**config.mk**
```make
export PLATFORM = sky130hd
export DESIGN_NAME = ldl_rr_arb_v1
export DESIGN_NICKNAME = d
export VERILOG_FILES = /design/src/rtl/ldl_rr_arb_v1.sv
export SDC_FILE = /design/constraint.sdc
export NUM_CORES = 1
export LEC_CHECK = 0
export CAP_MARGIN = 40
export CORE_MARGIN = 5
export CORE_UTILIZATION = 53
export CTS_BUF_LIST = sky130_fd_sc_hd__clkbuf_16
export DETAILED_ROUTE_END_ITERATION = 7
export GPL_ROUTABILITY_DRIVEN = 0
export GPL_TIMING_DRIVEN = 0
export PLACE_DENSITY = 0.93
export SLEW_MARGIN = 20
export SYNTH_ARGS = -nofsm -noshare
export SYNTH_HDL_FRONTEND = slang
export SYNTH_SLANG_ARGS = --single-unit
```
**constraint.sdc**
```tcl
create_clock -name clk -period 4.6 [get_ports clk]
set_clock_uncertainty 0.1 [all_clocks]
set_input_delay 0.69 -clock clk [delete_from_list [all_inputs] [get_ports clk]]
set_output_delay 0.69 -clock clk [all_outputs]
set_load 0.02 [all_outputs]
```
**src/rtl/ldl_rr_arb_v1.sv**
```systemverilog
// ---------------------------------------------------------------------------
// ldl_rr_arb_v1
// Round-robin arbiter. It grants one of REQ_NUM requesters and holds that
// grant until the grantee signals done or withdraws its request. The
// round-robin pointer marks the highest-priority index. On each release the
// pointer moves to one past the released grantee. A new winner is picked in
// the same cycle, so back-to-back grants have no idle cycle between them.
//
// Ports
//   clk       in   single clock; all state changes on the rising edge
//   rst       in   synchronous, active-high reset
//   req       in   [REQ_NUM-1:0]   request vector, bit j = requester j
//   done      in   current grantee finishes this cycle (ignored when idle)
//   gnt       out  [REQ_NUM-1:0]   registered one-hot grant, zero when idle
//   gnt_id    out  [BIN_WIDTH-1:0] registered binary grantee index, 0 idle
//   gnt_valid out  registered, equal to |gnt
// ---------------------------------------------------------------------------
module ldl_rr_arb_v1 #(
   parameter int BIN_WIDTH = 2,
   parameter int REQ_NUM   = 1 << BIN_WIDTH
) (
   input  logic                 clk,
   input  logic                 rst,
   input  logic [REQ_NUM-1:0]   req,
   input  logic                 done,
   output logic [REQ_NUM-1:0]   gnt,
   output logic [BIN_WIDTH-1:0] gnt_id,
   output logic                 gnt_valid
);

   typedef enum logic {
      ST_IDLE  = 1'b0,
      ST_GRANT = 1'b1
   } state_t;

   state_t               state_q,     state_d;
   logic [BIN_WIDTH-1:0] ptr_q,       ptr_d;
   logic [REQ_NUM-1:0]   gnt_q,       gnt_d;
   logic [BIN_WIDTH-1:0] gnt_id_q,    gnt_id_d;
   logic                 gnt_valid_q, gnt_valid_d;

   // Two-pass priority pick. The result is {found, index}.
   // Pass 1 finds the lowest set bit at or above the pointer.
   // Pass 2 finds the lowest set bit overall and is used only when pass 1
   // finds nothing. The loops run from the top bit down, so the last hit
   // each loop records is the lowest index.
   function automatic logic [BIN_WIDTH:0] rr_pick(
      input logic [REQ_NUM-1:0]   c,
      input logic [BIN_WIDTH-1:0] p
   );
      logic                 hit_hi;
      logic                 hit_any;
      logic [BIN_WIDTH-1:0] idx_hi;
      logic [BIN_WIDTH-1:0] idx_any;
      hit_hi  = 1'b0;
      hit_any = 1'b0;
      idx_hi  = '0;
      idx_any = '0;
      for (int j = REQ_NUM - 1; j >= 0; j--) begin
         if (c[j]) begin
            hit_any = 1'b1;
            idx_any = BIN_WIDTH'(j);
            if (j >= int'(p)) begin
               hit_hi = 1'b1;
               idx_hi = BIN_WIDTH'(j);
            end
         end
      end
      if (hit_hi) begin
         rr_pick = {1'b1, idx_hi};
      end else begin
         rr_pick = {hit_any, idx_any};
      end
   endfunction

   // Pointer advance modulo REQ_NUM. This also covers REQ_NUM values that
   // are not a power of two.
   function automatic logic [BIN_WIDTH-1:0] ptr_next(
      input logic [BIN_WIDTH-1:0] id
   );
      if (int'(id) == REQ_NUM - 1) begin
         ptr_next = '0;
      end else begin
         ptr_next = id + 1'b1;
      end
   endfunction

   logic [REQ_NUM-1:0]   cand;
   logic [BIN_WIDTH-1:0] pick_ptr;
   logic [BIN_WIDTH:0]   pick;
   logic                 release_now;

   always_comb begin
      state_d     = state_q;
      ptr_d       = ptr_q;
      gnt_d       = gnt_q;
      gnt_id_d    = gnt_id_q;
      gnt_valid_d = gnt_valid_q;
      cand        = '0;
      pick_ptr    = ptr_q;
      pick        = '0;
      release_now = 1'b0;

      case (state_q)
         ST_IDLE: begin
            // done has no meaning without a grantee and is ignored here.
            cand     = req;
            pick_ptr = ptr_q;
            pick     = rr_pick(cand, pick_ptr);
            if (pick[BIN_WIDTH]) begin
               state_d                    = ST_GRANT;
               gnt_d                      = '0;
               gnt_d[pick[BIN_WIDTH-1:0]] = 1'b1;
               gnt_id_d                   = pick[BIN_WIDTH-1:0];
               gnt_valid_d                = 1'b1;
            end
         end
         ST_GRANT: begin
            // A release happens on done or when the grantee withdraws. Both
            // in the same cycle count as a single release.
            release_now = done | ~req[gnt_id_q];
            if (release_now) begin
               ptr_d = ptr_next(gnt_id_q);
               // The departing grantee is masked out, so it cannot win back
               // to back even if it still requests.
               cand     = req & ~gnt_q;
               pick_ptr = ptr_d;
               pick     = rr_pick(cand, pick_ptr);
               if (pick[BIN_WIDTH]) begin
                  gnt_d                      = '0;
                  gnt_d[pick[BIN_WIDTH-1:0]] = 1'b1;
                  gnt_id_d                   = pick[BIN_WIDTH-1:0];
                  gnt_valid_d                = 1'b1;
               end else begin
                  state_d     = ST_IDLE;
                  gnt_d       = '0;
                  gnt_id_d    = '0;
                  gnt_valid_d = 1'b0;
               end
            end
         end
         default: begin
            state_d     = ST_IDLE;
            gnt_d       = '0;
            gnt_id_d    = '0;
            gnt_valid_d = 1'b0;
         end
      endcase
   end

   // Reset wins over everything. In particular it drops an active grant
   // without advancing the pointer.
   always_ff @(posedge clk) begin
      if (rst) begin
         state_q     <= ST_IDLE;
         ptr_q       <= '0;
         gnt_q       <= '0;
         gnt_id_q    <= '0;
         gnt_valid_q <= 1'b0;
      end else begin
         state_q     <= state_d;
         ptr_q       <= ptr_d;
         gnt_q       <= gnt_d;
         gnt_id_q    <= gnt_id_d;
         gnt_valid_q <= gnt_valid_d;
      end
   end

   assign gnt       = gnt_q;
   assign gnt_id    = gnt_id_q;
   assign gnt_valid = gnt_valid_q;

endmodule
```
==> results of run 1 <==
==> synth_stat cells, types with 2 or more instances <==
library cell | n | share of area
inv_1 | 4 | 0.020
nor2_1 | 12 | 0.061
nor2b_1 | 5 | 0.042
a21boi_1 | 2 | 0.020
o221a_1 | 2 | 0.030
nand2_1 | 2 | 0.010
ha_1 | 3 | 0.051
a311oi_1 | 2 | 0.024
a21oi_1 | 6 | 0.041
nor3_1 | 5 | 0.034
a211oi_1 | 3 | 0.030
dfxtp_1 | 10 | 0.27
nand2b_1 | 5 | 0.042
==> logic make-up after synthesis <==
family	Yosys count	synth area share
and+or+nand+nor	37	0.272
muxes	2	0.0439
adders and majority gates	3	0.0507
DFF	10	0.270
AOI/OAI and AO/OA	29	0.318
buffers and inverters	7	0.0456
==> power groups by stage <==
| stage | sequential, mW | clock [mW] | combinational [mW] |
|---|---|---|---|
| floorplan | 0.122 | 0 | 0.0748 |
| global placement | 0.113 | 0 | 0.121 |
| detailed placement | 0.114 | 0 | 0.125 |
| CTS | 0.114 | 0.157 | 0.127 |
| global route | 0.116 | 0.162 | 0.140 |
| finish | 0.114 | 0.155 | 0.129 |
==> sequential cells by signal, summed over array words and instances, names as in the netlist <==
name / flops
gnt_id: 2
gnt_valid: 1
state_q: 1
ptr_q: 2
gnt: 4
==> area by class of cell <==
class,instances,area [µm²]
Inverter,4,15.0
Clock inverter,1,3.75
Buffer,3,18.8
Clock buffer,3,75.1
Tap cell,15,18.8
Timing Repair Buffer,12,120
Multi-Input combinational cell,71,507
Sequential cell,10,200
Fill cell,92,359
==> stage by stage <==
stage / cell area [µm²] / hold WS [ns] / total power [mW] / util
detailed placement: 880 / 0.361 / 0.239 / 0.668
CTS: 958 / 0.370 / 0.398 / 0.727
global route: 958 / 0.398 / 0.417 / 0.727
finish: 958 / 0.372 / 0.397 / 0.727
global placement: 880 / 0.346 / 0.234 / 0.668
floorplan: 741 / 0.438 / 0.197 / -
==> metal layers <==
layer	global-route usage	routed length (µm)	share of wire
met5	0	0	0
met4	0.105	48	0.024
met3	0.0345	136	0.069
met2	0.377	988	0.50
met1	0.248	808	0.41
==> worst paths after layout <==
path | startpoint | end | slack [ns] | cells after the start
worst max-delay path | req[0] | gnt[1] | 2.10 | 6
worst min-delay path | gnt_valid | gnt_valid | 0.37 | 1
worst max register to register | gnt_id[0] | gnt[1] | 2.45 | 7
worst min register to register | gnt_valid | gnt_valid | 0.37 | 1
==> worst reg2reg max path: cells and delay by family (launching register included) <==
kind                     cells  cell delay (ns)
AO/OA/AOI/OAI                3             0.59
adder cells (fa/ha/maj)      1             0.37
buffers and inverters        1             0.10
flip-flops                   1             0.46
AND/OR/NAND/NOR              2             0.45
==> metrics, run 1 <==
outcome finished, final reports clean; RSZ-0062 raised after global routing false; worst path arrival time between 2 and 3 ns; routed wire length 1.98 mm; Initial Util 0.562; initial antenna violation count 0; Residual DRC 0; Req. time, crit path ~4.6 ns; EDFF count, synth 0; Comb pwr share 0.324; Synth-to-Final Area Change 29.4%; Post-Place Worst Slack ~1.9 ns; Hold Crit Class reg -> reg; dpl cells 115; Power Density a little over 400 nW/µm²; final setup vio count 0; Worst-Skew Late Latency roughly 0.24 ns; postcts setup bufs 0; Die Ht approximately 47 µm; Final min period 2.50 ns; DRT Pass-1 Iters 4; register area share after synthesis 0.270; critical path's slowest cell clkdlybuf4s50_1; Buf/Inv on CP 1; Clock Power Share 0.389; CTS tree yes; post-route insts no fill around 120; full die area between 2000 and 2500 µm²; crit-path max cell delay roughly 0.61 ns; synthesized flop and latch total 10; final setup TNS 0 ns; final setup margin approximately 2.1 ns; Max FO, Critical Path 8; Max Freq approximately 400 MHz; asr flop ratio synth 0; Cells after Synth slightly below 90; CTS Root Cell clkbuf_16; I/O Buffers 12; startpoint types primary input; DR WL/cell 16.7 µm; yosys warns 0; vias in the first global route between 700 and 800; cts bufs inserted 3; Final Hold Vio Count 0; DR vias/cell between 6 and 7; clk slew on worst S/H paths approximately 0.040 ns; most frequent cells in the layout nor2_1 (12), clkdlybuf4s50_1 (12), dfxtp_1 (10); sequential power share 0.287; Cell variety after synth 40; Post-Syn Nets a little under 100; static leakage 0.376 nW; final net count 115; Max Slew Vio Count 0; largest net degree at the start of global routing 11; Detailed Route Iter0 Violations 16; CP Class in -> reg; GRT Overall Usage 0.215; synthesized area per cell approximately 8.4 µm²; Sw Share 0.314; hold_buf cts 0; ys flop type dfxtp_1; Syn Std Cell Area about 740 µm²; # resized after CTS 0; antenna viol nets, final 0; clk sink count 10; DIE WIDTH between 40 and 50 µm; Max Cap Violations 0; P_sw around 0.12 mW; Max H-tree Level 1; Overflow after GRT 0; core box area roughly 1300 µm²; Rows 13; Tcrit/Tclk final 0.542; crit end category flip-flop; DP HPWL around 1.4 mm; Vias between 700 and 800; Internal about 0.27 mW; total I/O pin count 14; share of layout cells above drive strength 1 0.0865; Worst VDD drop 0.000421 V; crit-path cells clkdlybuf4s50_1 > nor2b_1 > o41ai_1 > nor3_1 > o21ai_0 > a311oi_1; CP top delay family simple AND/OR/NAND/NOR gates; CTS Buffer Depth 2; Slew @ Worst Pin approximately 0.45 ns; Ant. Diodes 0; first-pass GRT wire length between 3 and 4 mm; slew margin rel. 0.700
Power figures use the tool's default switching activity.
==> inputs of run 2 (changes only) <==
- CORE_UTILIZATION: 53 -> 45
- PLACE_DENSITY: 0.93 -> 0.85
- clock period: 4.6 -> 2.2 ns (I/O delays scaled with it)
==> metrics, run 2 (synthesis results as in run 1) <==
Final Hold Vio Count 0; final net count 115; Initial Util 0.481; Tcrit/Tclk final 0.962; Detailed Route Iter0 Violations 25; CTS Buffer Depth 2; core box area around 1500 µm²; static leakage approximately 0.42 nW; Vias roughly 770; clk sink count 10; Residual DRC 0; Post-Place Worst Slack -0.162 ns; postcts setup bufs 0; area post-placement roughly 880 µm²; Power Density roughly 850 nW/µm²; FF-to-FF path depth 7; Die Ht between 50 and 60 µm; M1 wire length 895 µm; vias in the first global route ~740; CTS tree yes; Overflow after GRT 0; DR vias/cell 6.41; CP Launch Point req[3]; Synth-to-Final Area Change 36.8%; final setup margin between 0.08 and 0.09 ns; routed wire length approximately 2.1 mm; Hold Crit Class in -> reg; Hold Path Stages 2; Worst VDD drop just over 0.0005 V; clk slew on worst S/H paths 0.04 ns; Worst Hold End ptr_q[0]; hold path start rst; Max H-tree Level 1; Max Cap Violations 0; I/O Buffers 12; Slew @ Worst Pin 0.546 ns; initial antenna violation count 0; crit end category flip-flop; post-route insts no fill 120; most frequent cells in the layout nor2_1 (12), clkdlybuf4s50_1 (10), dfxtp_1 (9); total I/O pin count 14; Max Slew Vio Count 0; Finished Cell Area a little over 1000 µm²; Ant. Diodes 0; reg2reg end gnt_id[1]; met2 wire len around 1 mm; largest net degree at the start of global routing 11; CP Class in -> reg; DR WL/cell 17.6 µm; Rows 14; Worst-Skew Late Latency 0.24 ns; RR Startpoint gnt_id[0]; reg2reg setup slack roughly 0.17 ns; worst path arrival time around 2.2 ns; cts bufs inserted 3; dpl cells 116; met3 WL approximately 160 µm; final setup vio count 0; Final min period roughly 2.1 ns; DRT Pass-1 Iters 4; slew margin rel. 0.636; most common cell after layout, fill and taps aside nor2_1; antenna viol nets, final 0; first-pass GRT wire length 3.33 mm; outcome finished, final reports clean; Max FO, Critical Path 10; final setup TNS 0 ns; share of layout cells above drive strength 1 0.163; DP HPWL around 1.4 mm; max reg flops 4; Req. time, crit path between 2 and 2.5 ns; startpoint types primary input; DIE WIDTH a little over 50 µm; Max Freq 473 MHz; full die area 2560 µm²; CTS Root Cell clkbuf_16; highest metal used met4; GRT Overall Usage 0.169
-- run 2: cell types whose count changed in the layout (fill, tap and decap cells not counted), moves of 2 or more --
cell | previous run | this run
clkdlybuf4s50_1 | 12 | 10
dlymetal6s2s_1 | 0 | 2
nor2b_1 | 5 | 3
nor2b_4 | 0 | 2
-- run 2: what timing repair did --
action / CTS / global route
setup endpoints to repair: 0 / 6
resized for setup: 0 / 13
hold buffers: 0 / 0
-- run 2: how the worst max path moves through the flow --
stage / end / slack (ns) / depth (start not counted)
5_1_grt: gnt[3] / -0.003 / 6
6_report: gnt[3] / 0.08 / 6
2_1_floorplan: gnt[0] / 0.17 / 7
3_5_place_dp: gnt_id[0] / -0.16 / 6
4_1_cts: gnt_id[0] / 0.07 / 6
3_3_place_gp: gnt[3] / -0.13 / 6
-- run 2: report_power, final --
part           switching, mW  internal, mW
logic                  0.154         0.134
clock network         0.0924         0.239
registers             0.0322         0.208
-- run 2: layout make-up --
cell class	instances	area, µm²
buffer	3	18.8
clock buffer	3	75.1
clock inverter	1	3.75
fill	125	528
inverter	4	15.0
multi-input combinational	71	554
sequential	10	201
tap	16	20.0
timing repair buffer	12	125
-- run 2: metal layers --
| layer | track usage | vias up |
|---|---|---|
| li1 | - | 364 |
| met3 | 0.0414 | 6 |
| met4 | 0.0936 | 0 |
| met1 | 0.218 | 362 |
| met5 | 0 | - |
| met2 | 0.254 | 37 |
-- run 2: critical path: stages --
cell	delay [ns]
clkdlybuf4s50_1	0.54
mux4_2	0.56
a31oi_4	0.28
buf_6	0.18
nor2_1	0.05
a311oi_2	0.23
-- run 2: per-stage QoR --
| stage | hold WS (ns) | power [mW] | util |
|---|---|---|---|
| 2_1_floorplan | 0.385 | 0.412 | - |
| 3_3_place_gp | 0.347 | 0.492 | 0.571 |
| 3_5_place_dp | 0.363 | 0.499 | 0.571 |
| 4_1_cts | 0.373 | 0.830 | 0.623 |
| 5_1_grt | 0.386 | 0.903 | 0.657 |
| 6_report | 0.366 | 0.860 | 0.657 |
==> inputs of run 3 (changes only) <==
- CAP_MARGIN: 40 -> default
==> results of run 3 <==
Final layout, timing and power as in run 2 (identical DEF).
